<file path="config.mk">
export PLATFORM = sky130hd
export DESIGN_NAME = ras_ctrl
export DESIGN_NICKNAME = d
export VERILOG_FILES = /design/src/rtl/ras_pkg.sv /design/src/rtl/ras_decode.sv /design/src/rtl/ras_ctrl.sv
export SDC_FILE = /design/constraint.sdc
export NUM_CORES = 1
export LEC_CHECK = 0
export CAP_MARGIN = 15
export CORE_ASPECT_RATIO = 1.4
export CORE_MARGIN = 4
export CORE_UTILIZATION = 35
export CTS_CLUSTER_SIZE = 30
export DETAILED_ROUTE_END_ITERATION = 6
export HOLD_SLACK_MARGIN = 0.1
export PLACE_DENSITY = 0.59
export SETUP_SLACK_MARGIN = 0.3
export SYNTH_ARGS = -nofsm -noshare
export SYNTH_HDL_FRONTEND = slang
export SYNTH_SLANG_ARGS = --single-unit
</file>
<file path="constraint.sdc">
create_clock -name clk -period 3.6 [get_ports clk]
set_input_delay 0.72 -clock clk [delete_from_list [all_inputs] [get_ports clk]]
set_output_delay 0.72 -clock clk [all_outputs]
set_load 0.02 [all_outputs]
</file>
<file path="src/rtl/ras_pkg.sv">
// Shared types and constants for the return-address-stack controller.
package ras_pkg;

    typedef enum logic [2:0] {
        ST_IDLE,
        ST_PUSH,
        ST_POP,
        ST_CHECK,
        ST_FAULT,
        ST_CLEAR
    } ras_state_e;

    typedef enum logic [1:0] {
        CAUSE_NONE      = 2'b00,
        CAUSE_MISMATCH  = 2'b01,
        CAUSE_UNDERFLOW = 2'b10,
        CAUSE_OVERFLOW  = 2'b11
    } ras_cause_e;

    typedef enum logic [1:0] {
        NONE,
        CALL,
        RET,
        CORO
    } ras_kind_e;

    localparam logic [6:0] OPC_JAL  = 7'h6F;
    localparam logic [6:0] OPC_JALR = 7'h67;
    localparam logic [4:0] REG_RA   = 5'd1;
    localparam logic [4:0] REG_T0   = 5'd5;

    function automatic logic is_link(input logic [4:0] r);
        return (r == REG_RA) || (r == REG_T0);
    endfunction

endpackage

</file>
<file path="src/rtl/ras_decode.sv">
// Combinational classifier of RV32 JAL/JALR into call / return / coroutine.
module ras_decode
    import ras_pkg::*;
(
    input  logic [31:0] instr_i,
    output ras_kind_e   kind_o
);

    logic [6:0] opc;
    logic [4:0] rd;
    logic [4:0] rs1;
    logic       rd_link;
    logic       rs1_link;
    logic       unused_bits;

    assign opc         = instr_i[6:0];
    assign rd          = instr_i[11:7];
    assign rs1         = instr_i[19:15];
    assign rd_link     = is_link(rd);
    assign rs1_link    = is_link(rs1);
    assign unused_bits = ^{instr_i[31:20], instr_i[14:12]};

    always_comb begin
        kind_o = NONE;
        if (opc == OPC_JAL) begin
            if (rd_link) kind_o = CALL;
        end else if (opc == OPC_JALR) begin
            // rd == rs1 == link register behaves as a plain call
            if (rd_link && rs1_link && (rd != rs1)) kind_o = CORO;
            else if (rd_link)                       kind_o = CALL;
            else if (rs1_link)                      kind_o = RET;
        end
    end

endmodule

</file>
<file path="src/rtl/ras_ctrl.sv">
// RAS sequencer: decodes calls/returns, drives the shadow stack, raises traps.
// Define RAS_OVF_TRACK_EN to absorb overflow with a counter instead of trapping.
module ras_ctrl
    import ras_pkg::*;
#(
    parameter int DATA_WIDTH = 32,
    parameter int DEPTH      = 512
) (
    input  logic                  clk,
    input  logic                  rst,
    input  logic                  id_valid,
    input  logic [31:0]           id_instr,
    input  logic [DATA_WIDTH-1:0] id_pc,
    input  logic [DATA_WIDTH-1:0] id_target,
    output logic                  id_ready,
    output logic                  stk_ena,
    output logic                  stk_push,
    output logic                  stk_pop,
    output logic                  stk_ret,
    output logic [DATA_WIDTH-1:0] stk_din,
    output logic                  stk_clr,
    input  logic                  stk_full,
    input  logic                  stk_empty,
    input  logic                  stk_mismatch,
    output logic                  fault_irq,
    output logic [1:0]            fault_cause,
    output logic [DATA_WIDTH-1:0] fault_pc,
    input  logic                  fault_ack
);

    ras_state_e            state_q, state_d;
    ras_kind_e             kind;
    ras_cause_e            cause_q, cause_d;
    logic                  ena_q, ena_d, push_q, push_d, pop_q, pop_d;
    logic                  ret_q, ret_d, clr_q, clr_d, irq_q, irq_d;
    logic                  coro_q, coro_d;
    logic [DATA_WIDTH-1:0] din_q, din_d, fpc_q, fpc_d;
    logic [DATA_WIDTH-1:0] pc_q, pc_d, link_q, link_d;
    logic                  ret_absorb;

    ras_decode u_decode (
        .instr_i (id_instr),
        .kind_o  (kind)
    );

`ifdef RAS_OVF_TRACK_EN
    localparam int OVF_W = $clog2(DEPTH) + 1;
    logic [OVF_W-1:0] ovf_cnt_q, ovf_cnt_d;

    always_ff @(posedge clk) begin
        if (rst) ovf_cnt_q <= '0;
        else     ovf_cnt_q <= ovf_cnt_d;
    end

    assign ret_absorb = (ovf_cnt_q != '0);
`else
    localparam int unused_depth = DEPTH;
    assign ret_absorb = 1'b0;
`endif

    always_comb begin
        state_d = state_q;
        ena_d   = 1'b0;
        push_d  = 1'b0;
        pop_d   = 1'b0;
        ret_d   = 1'b0;
        clr_d   = 1'b0;
        din_d   = din_q;
        irq_d   = irq_q;
        cause_d = cause_q;
        fpc_d   = fpc_q;
        pc_d    = pc_q;
        link_d  = link_q;
        coro_d  = coro_q;
`ifdef RAS_OVF_TRACK_EN
        ovf_cnt_d = ovf_cnt_q;
`endif
        case (state_q)
            ST_IDLE: begin
                if (id_valid) begin
                    case (kind)
                        CALL: begin
                            if (!stk_full) begin
                                state_d = ST_PUSH;
                                ena_d   = 1'b1;
                                push_d  = 1'b1;
                                din_d   = id_pc + DATA_WIDTH'(4);
                            end else begin
`ifdef RAS_OVF_TRACK_EN
                                if (ovf_cnt_q != '1) ovf_cnt_d = ovf_cnt_q + OVF_W'(1);
`else
                                state_d = ST_FAULT;
                                irq_d   = 1'b1;
                                cause_d = CAUSE_OVERFLOW;
                                fpc_d   = id_pc;
`endif
                            end
                        end
                        RET, CORO: begin
                            coro_d = (kind == CORO);
                            pc_d   = id_pc;
                            link_d = id_pc + DATA_WIDTH'(4);
                            if (!stk_empty) begin
                                state_d = ST_POP;
                                ena_d   = 1'b1;
                                pop_d   = 1'b1;
                                ret_d   = 1'b1;
                                din_d   = id_target;
                            end else if (ret_absorb) begin
                                // entry was lost to overflow: nothing to check against
`ifdef RAS_OVF_TRACK_EN
                                ovf_cnt_d = ovf_cnt_q - OVF_W'(1);
`endif
                                if (kind == CORO) begin
                                    state_d = ST_PUSH;
                                    ena_d   = 1'b1;
                                    push_d  = 1'b1;
                                    din_d   = id_pc + DATA_WIDTH'(4);
                                end
                            end else begin
                                state_d = ST_FAULT;
                                irq_d   = 1'b1;
                                cause_d = CAUSE_UNDERFLOW;
                                fpc_d   = id_pc;
                            end
                        end
                        default: ;
                    endcase
                end
            end
            ST_PUSH: state_d = ST_IDLE;
            ST_POP:  state_d = ST_CHECK;
            ST_CHECK: begin
                if (stk_mismatch) begin
                    state_d = ST_FAULT;
                    irq_d   = 1'b1;
                    cause_d = CAUSE_MISMATCH;
                    fpc_d   = pc_q;
                end else if (coro_q) begin
                    state_d = ST_PUSH;
                    ena_d   = 1'b1;
                    push_d  = 1'b1;
                    din_d   = link_q;
                end else begin
                    state_d = ST_IDLE;
                end
            end
            ST_FAULT: begin
                if (fault_ack) begin
                    state_d = ST_CLEAR;
                    clr_d   = 1'b1;
                    irq_d   = 1'b0;
                end
            end
            ST_CLEAR: begin
                state_d = ST_IDLE;
`ifdef RAS_OVF_TRACK_EN
                ovf_cnt_d = '0;
`endif
            end
            default: state_d = ST_IDLE;
        endcase
    end

    always_ff @(posedge clk) begin
        if (rst) begin
            state_q <= ST_IDLE;
            ena_q   <= 1'b0;
            push_q  <= 1'b0;
            pop_q   <= 1'b0;
            ret_q   <= 1'b0;
            clr_q   <= 1'b0;
            din_q   <= '0;
            irq_q   <= 1'b0;
            cause_q <= CAUSE_NONE;
            fpc_q   <= '0;
            pc_q    <= '0;
            link_q  <= '0;
            coro_q  <= 1'b0;
        end else begin
            state_q <= state_d;
            ena_q   <= ena_d;
            push_q  <= push_d;
            pop_q   <= pop_d;
            ret_q   <= ret_d;
            clr_q   <= clr_d;
            din_q   <= din_d;
            irq_q   <= irq_d;
            cause_q <= cause_d;
            fpc_q   <= fpc_d;
            pc_q    <= pc_d;
            link_q  <= link_d;
            coro_q  <= coro_d;
        end
    end

    assign id_ready    = (state_q == ST_IDLE) && !rst;
    assign stk_ena     = ena_q;
    assign stk_push    = push_q;
    assign stk_pop     = pop_q;
    assign stk_ret     = ret_q;
    assign stk_din     = din_q;
    assign stk_clr     = clr_q;
    assign fault_irq   = irq_q;
    assign fault_cause = cause_q;
    assign fault_pc    = fpc_q;

endmodule

</file>
; ---- After elaboration in Yosys (flattened, before gate mapping)
; Cells that the tools add are included.
[totals]
ff_bits = 139
output_inout_bits = 73
wordCells = 108
[classes]
addsub = 1
n_eq_ne = 23
muxes = 51
bitwise_logic = 4
n_reduce_logical = 17
[op_table]
columns = operator, n
row1 = 32-bit 2-to-1 mux, 9
row2 = 32-bit one-hot mux with 2 select lines, 4
row3 = 32-bit by 3-bit adder with 32-bit output (second input constant), 1
row4 = 2-bit 2-to-1 mux, 9
row5 = 1-bit 2-to-1 mux, 15
row6 = 3-bit 2-to-1 mux, 5
row7 = 7-bit equality test (second input constant), 2
row8 = 7-bit AND reduction, 2
row9 = 3-bit inequality test (second input constant), 4
row10 = 3-bit one-hot mux with 4 select lines, 1
row11 = 5-bit by 1-bit equality test with 1-bit output (second input constant), 2
row12 = 5-bit by 3-bit equality test with 1-bit output (second input constant), 2
row13 = 2-bit inequality test (second input constant), 5
row14 = 1-bit one-hot mux with 2 select lines, 4
row15 = 2-bit one-hot mux with 2 select lines, 2
row16 = 3-bit by 2-bit equality test with 1-bit output (second input constant), 2
row17 = 3-bit one-hot mux with 2 select lines, 1
row18 = 3-bit AND reduction, 2
row19 = 6-bit AND reduction, 1
row20 = 5-bit inequality test, 1
row21 = 2-bit equality test (second input constant), 2
row22 = 1-bit NOT, 4
row23 = 2-bit OR reduction, 2
row24 = 4-bit OR reduction, 1
row25 = other kinds (10), 13

; ---- Depth between registers and ports, before layout
[depth]
ltp_word = 12
depth_mapped = 10
depth_no_buf = 7

; ---- Hierarchy
; Synthesis repeated with hierarchy kept, for this count alone.
[unflattened]
cells_unflattened = 823
hier_area_um2 = 6507.5
[modules_own_cells]
columns = module, n_inst, cells_each, area_each_um2
row1 = ras_ctrl, 1, 816, 6446.2
row2 = ras_decode, 1, 7, 61.3

; ---- Worst setup path after synthesis
; Ideal clock, no wire load.
[synth_path]
kind = input to register
start = input id_pc[4]
end = register din_q[24] (netlist: stk_din[24])
setup_time_ns = 0.078
arrival_time_ns = 2.506
slack_ns = 1.016
path_stages = 8
cell_sequence = buf_2 > nand4_1 > or4_1 > buf_2 > or4_1 > a31oi_1 > a211oi_1 > nor3_1
[synth_via]
elab_chain_cells = 5
[synth_lines]
columns = item, line_no
row1 = "start, declared", ras_ctrl.sv:13  ; input logic [DATA_WIDTH-1:0] id_pc,
row2 = 32-bit by 3-bit adder with 32-bit output, n/a
row3 = 32-bit 2-to-1 mux, ras_ctrl.sv:83  ; if (!stk_full) begin
row4 = 32-bit one-hot mux with 2 select lines, ras_ctrl.sv:81  ; case (kind)
row5 = 32-bit 2-to-1 mux, ras_ctrl.sv:80  ; if (id_valid) begin
row6 = 32-bit one-hot mux with 2 select lines, ras_ctrl.sv:78  ; case (state_q)
row7 = "end signal, assigned", ras_ctrl.sv:187  ; din_q <= din_d;
row8 = "end, declared", ras_ctrl.sv:37  ; logic [DATA_WIDTH-1:0] din_q, din_d, fpc_q, fpc_d;
; Every way passes these cells. The select of a mux whose other input is x is not followed.
; A chain may end at the register's enable or synchronous reset.

; ---- Worst setup path in the final report
[layout_path]
start = input id_pc[7]
end = register din_q[24] (netlist: stk_din[24])
; The elaborated chain is that of the path after synthesis.

==> results.yml <==
logic_synthesis:
  yosysUniqueCellTypes: 61
  syn_inst: 804
  seq_area_frac_synth: 0.422
  ys_seq_elements: 137
  netlist_area_mm2: 0.00650
  synth_nets: 908
  ys_warn_count: 0
  syn_area_per_cell_um2: 8.09
  synth_edf_count: 0
  ys.flop_type: "dfxtp_1"
  async_flop_share: 0
floorplan:
  ioPinCount: 176
  die_h_um: 169
  die-area_mm2: 0.0209
  chipWidth_um: 123
  core_mm2: 0.0181
  num_rows: 58
  start_util: 0.358
clocking:
  clock_latency_ns: 0.43
  postCtsSetupBuffers: 0
  cts_tree: "yes"
  postCtsResizedCells: 0
  cts_made_buffers: 17
  clk_root_buffer_cell: "clkbuf_16"
  htree_levels: 4
  holdBufCountCts: 0
  clock_sinks: 137
  path_clk_slew_ns: 0.06
  ctsLongestPathBuffers: 2
pwr:
  p_sw_mw: 0.830
  switching_share: 0.231
  power.density_mw_per_mm2: 397
  ir_worst_vdd_mv: 0.220
  leakagePower_nw: 3.26
  p_total_mw: 3.59
  clock_power_share: 0.503
  p_int_mw: 2.76
  p_comb_frac: 0.075
  seq_power_share: 0.422
timing:
  period_share: 0.795
  max_slew_margin: 0.424
  fmax_ghz: 0.349
  drv_slew: 0
  min_period_ns: 2.86
  tightest_slew_ns: 0.864
  finalHoldViolations: 0
  rsz0062_at_grt: "false"
  skew_ns: 0.0101
  setup_tns_ns: 0
  setup_viol: 0
cells_and_area:
  drive_gt1_frac: 0.0807
  area_growth_pct: 39.2
  diodes: 0
  stdcell_area_mm2: 0.00905
  final_net_count: 1045
grt:
  overflow: 0
  grt_pass1_vias: 5813
  gr-usage-all-layers: 0.195
  grt_pass1_wl_um: 31900
  grt_max_degree: 82
  antenna_found_initial: 0
drt:
  first_iter_violations: 393
  vias: 6230
  drtPass1Iterations: 5
  top_layer_used: "met4"
  wl_met2_um: 10000
  wl_met3_um: 855
  via_per_inst: 5.22
  drc_errors: 0
  wirelength_um: 20400
  wl_met1_um: 9150
  wl_per_cell_um: 17.1
  antenna_left: 0
worst_setup_path:
  crit_type: "in -> reg"
  worstSetupEndpointType: "register"
  reg2regPathDepth: 6
  start_kind: "primary input"
  critPathArrivalTime_ns: 3.21
  critPathMaxFanout: 9
  required_ns: 3.95
job:
  drv_cap: 0
placed_design:
  place_area_mm2: 0.00844
  gp_congestion: 0.812
  io_buffers: 160
  dp_hpwl_um: 14500
hold_path:
  min_path_cells: 2
  hold_path_class: "reg -> reg"
status:
  status: "finished clean"
-- path summary, 6_finish.rpt --
check                          startpoint                       end  slack [ns]
setup reg to reg  state_q[1]$_SDFFE_PP0P_  stk_din[30]$_SDFFE_PP0P_        0.91
hold / removal       pc_q[8]$_SDFFE_PP0P_      pc_q[8]$_SDFFE_PP0P_        0.45
hold reg to reg      pc_q[8]$_SDFFE_PP0P_      pc_q[8]$_SDFFE_PP0P_        0.45
setup / recovery                 id_pc[7]  stk_din[24]$_SDFFE_PP0P_        0.74
-- critical path, cell delays in order --
cell,delay (ns)
clkdlybuf4s50_1,0.56
nand4_1,0.17
or4_1,0.75
or4_1,0.56
a31oi_1,0.18
a211oi_1,0.09
nor3_1,0.19
-- kinds of logic after synthesis --
kind of cell | share of synthesized area
xor+xnor | 0.0350
buf+inv | 0.0518
compound gates | 0.206
mux | 0.0493
flops | 0.422
fa+ha+maj | 0.00192
simple gates | 0.234
-- stage by stage --
step / cells / hold WS [ns] / worst slack [ns] / utilization
after global routing: 1194 / 0.469 / 0.613 / 0.499
after global placement: 1162 / 0.441 / 0.333 / 0.465
after CTS: 1194 / 0.454 / 0.755 / 0.499
final: 1194 / 0.453 / 0.736 / 0.499
after floorplan: 804 / 0.432 / 1.02 / -
after detailed placement: 1162 / 0.446 / 0.293 / 0.465
-- final cells by class --
class / count / area, um^2
fillers: 1813 / 9090
multi-input cells: 586 / 3470
flip-flops and latches: 137 / 2740
repair buffers: 192 / 1900
clock buffers: 18 / 439
well taps: 240 / 300
clock inverters: 14 / 171
inverters: 7 / 26.3
-- layout by cell type, fill, tap and decap left out, types with 15 or more instances in the layout --
cell type,instances
a211oi_1,76
a21oi_1,54
buf_4,28
clkbuf_16,17
clkdlybuf4s50_1,159
dfxtp_1,137
mux2i_1,32
nand2_1,103
nand3_1,16
nor2_1,115
nor3_1,39
o21ai_0,15
xnor2_1,17
-- registers in the layout, indices dropped and copies added (netlist names) --
register,flops
pc_q,32
stk_ret,1
fault_pc,32
stk_ena,1
coro_q,1
link_q,30
stk_din,32
fault_irq,1
stk_push,1
state_q,3
stk_clr,1
fault_cause,2
-- layer usage --
layer,global-route usage,vias to the layer above
li1,-,3150
met1,0.257,2915
met2,0.321,141
met3,0.0347,24
met4,0.0651,0
met5,0,-
-- cell usage after synthesis, types with 8 or more instances --
| master | instances | area (um^2) |
|---|---|---|
| a211o_1 | 8 | 70.1 |
| dfxtp_1 | 137 | 2740 |
| nand3b_1 | 8 | 60.1 |
| o21ai_0 | 15 | 75.1 |
| xnor2_1 | 17 | 149 |
| a21oi_1 | 54 | 270 |
| clkbuf_1 | 46 | 173 |
| nand4_1 | 9 | 56.3 |
| nand2_1 | 103 | 387 |
| xor2_1 | 9 | 78.8 |
| mux2i_1 | 32 | 320 |
| nor2_1 | 115 | 432 |
| buf_2 | 22 | 110 |
| nand3_1 | 17 | 85.1 |
| a211oi_1 | 76 | 571 |
| nor3_1 | 39 | 195 |
-- power by group through the flow --
stage | logic, mW | clock network, mW | registers (mW)
2_1_floorplan | 0.0998 | 0 | 1.55
3_3_place_gp | 0.269 | 0 | 1.55
3_5_place_dp | 0.269 | 0 | 1.55
4_1_cts | 0.270 | 1.85 | 1.52
5_1_grt | 0.288 | 1.91 | 1.52
6_report | 0.270 | 1.81 | 1.52
No activity file was read; power rests on OpenSTA's default activity.
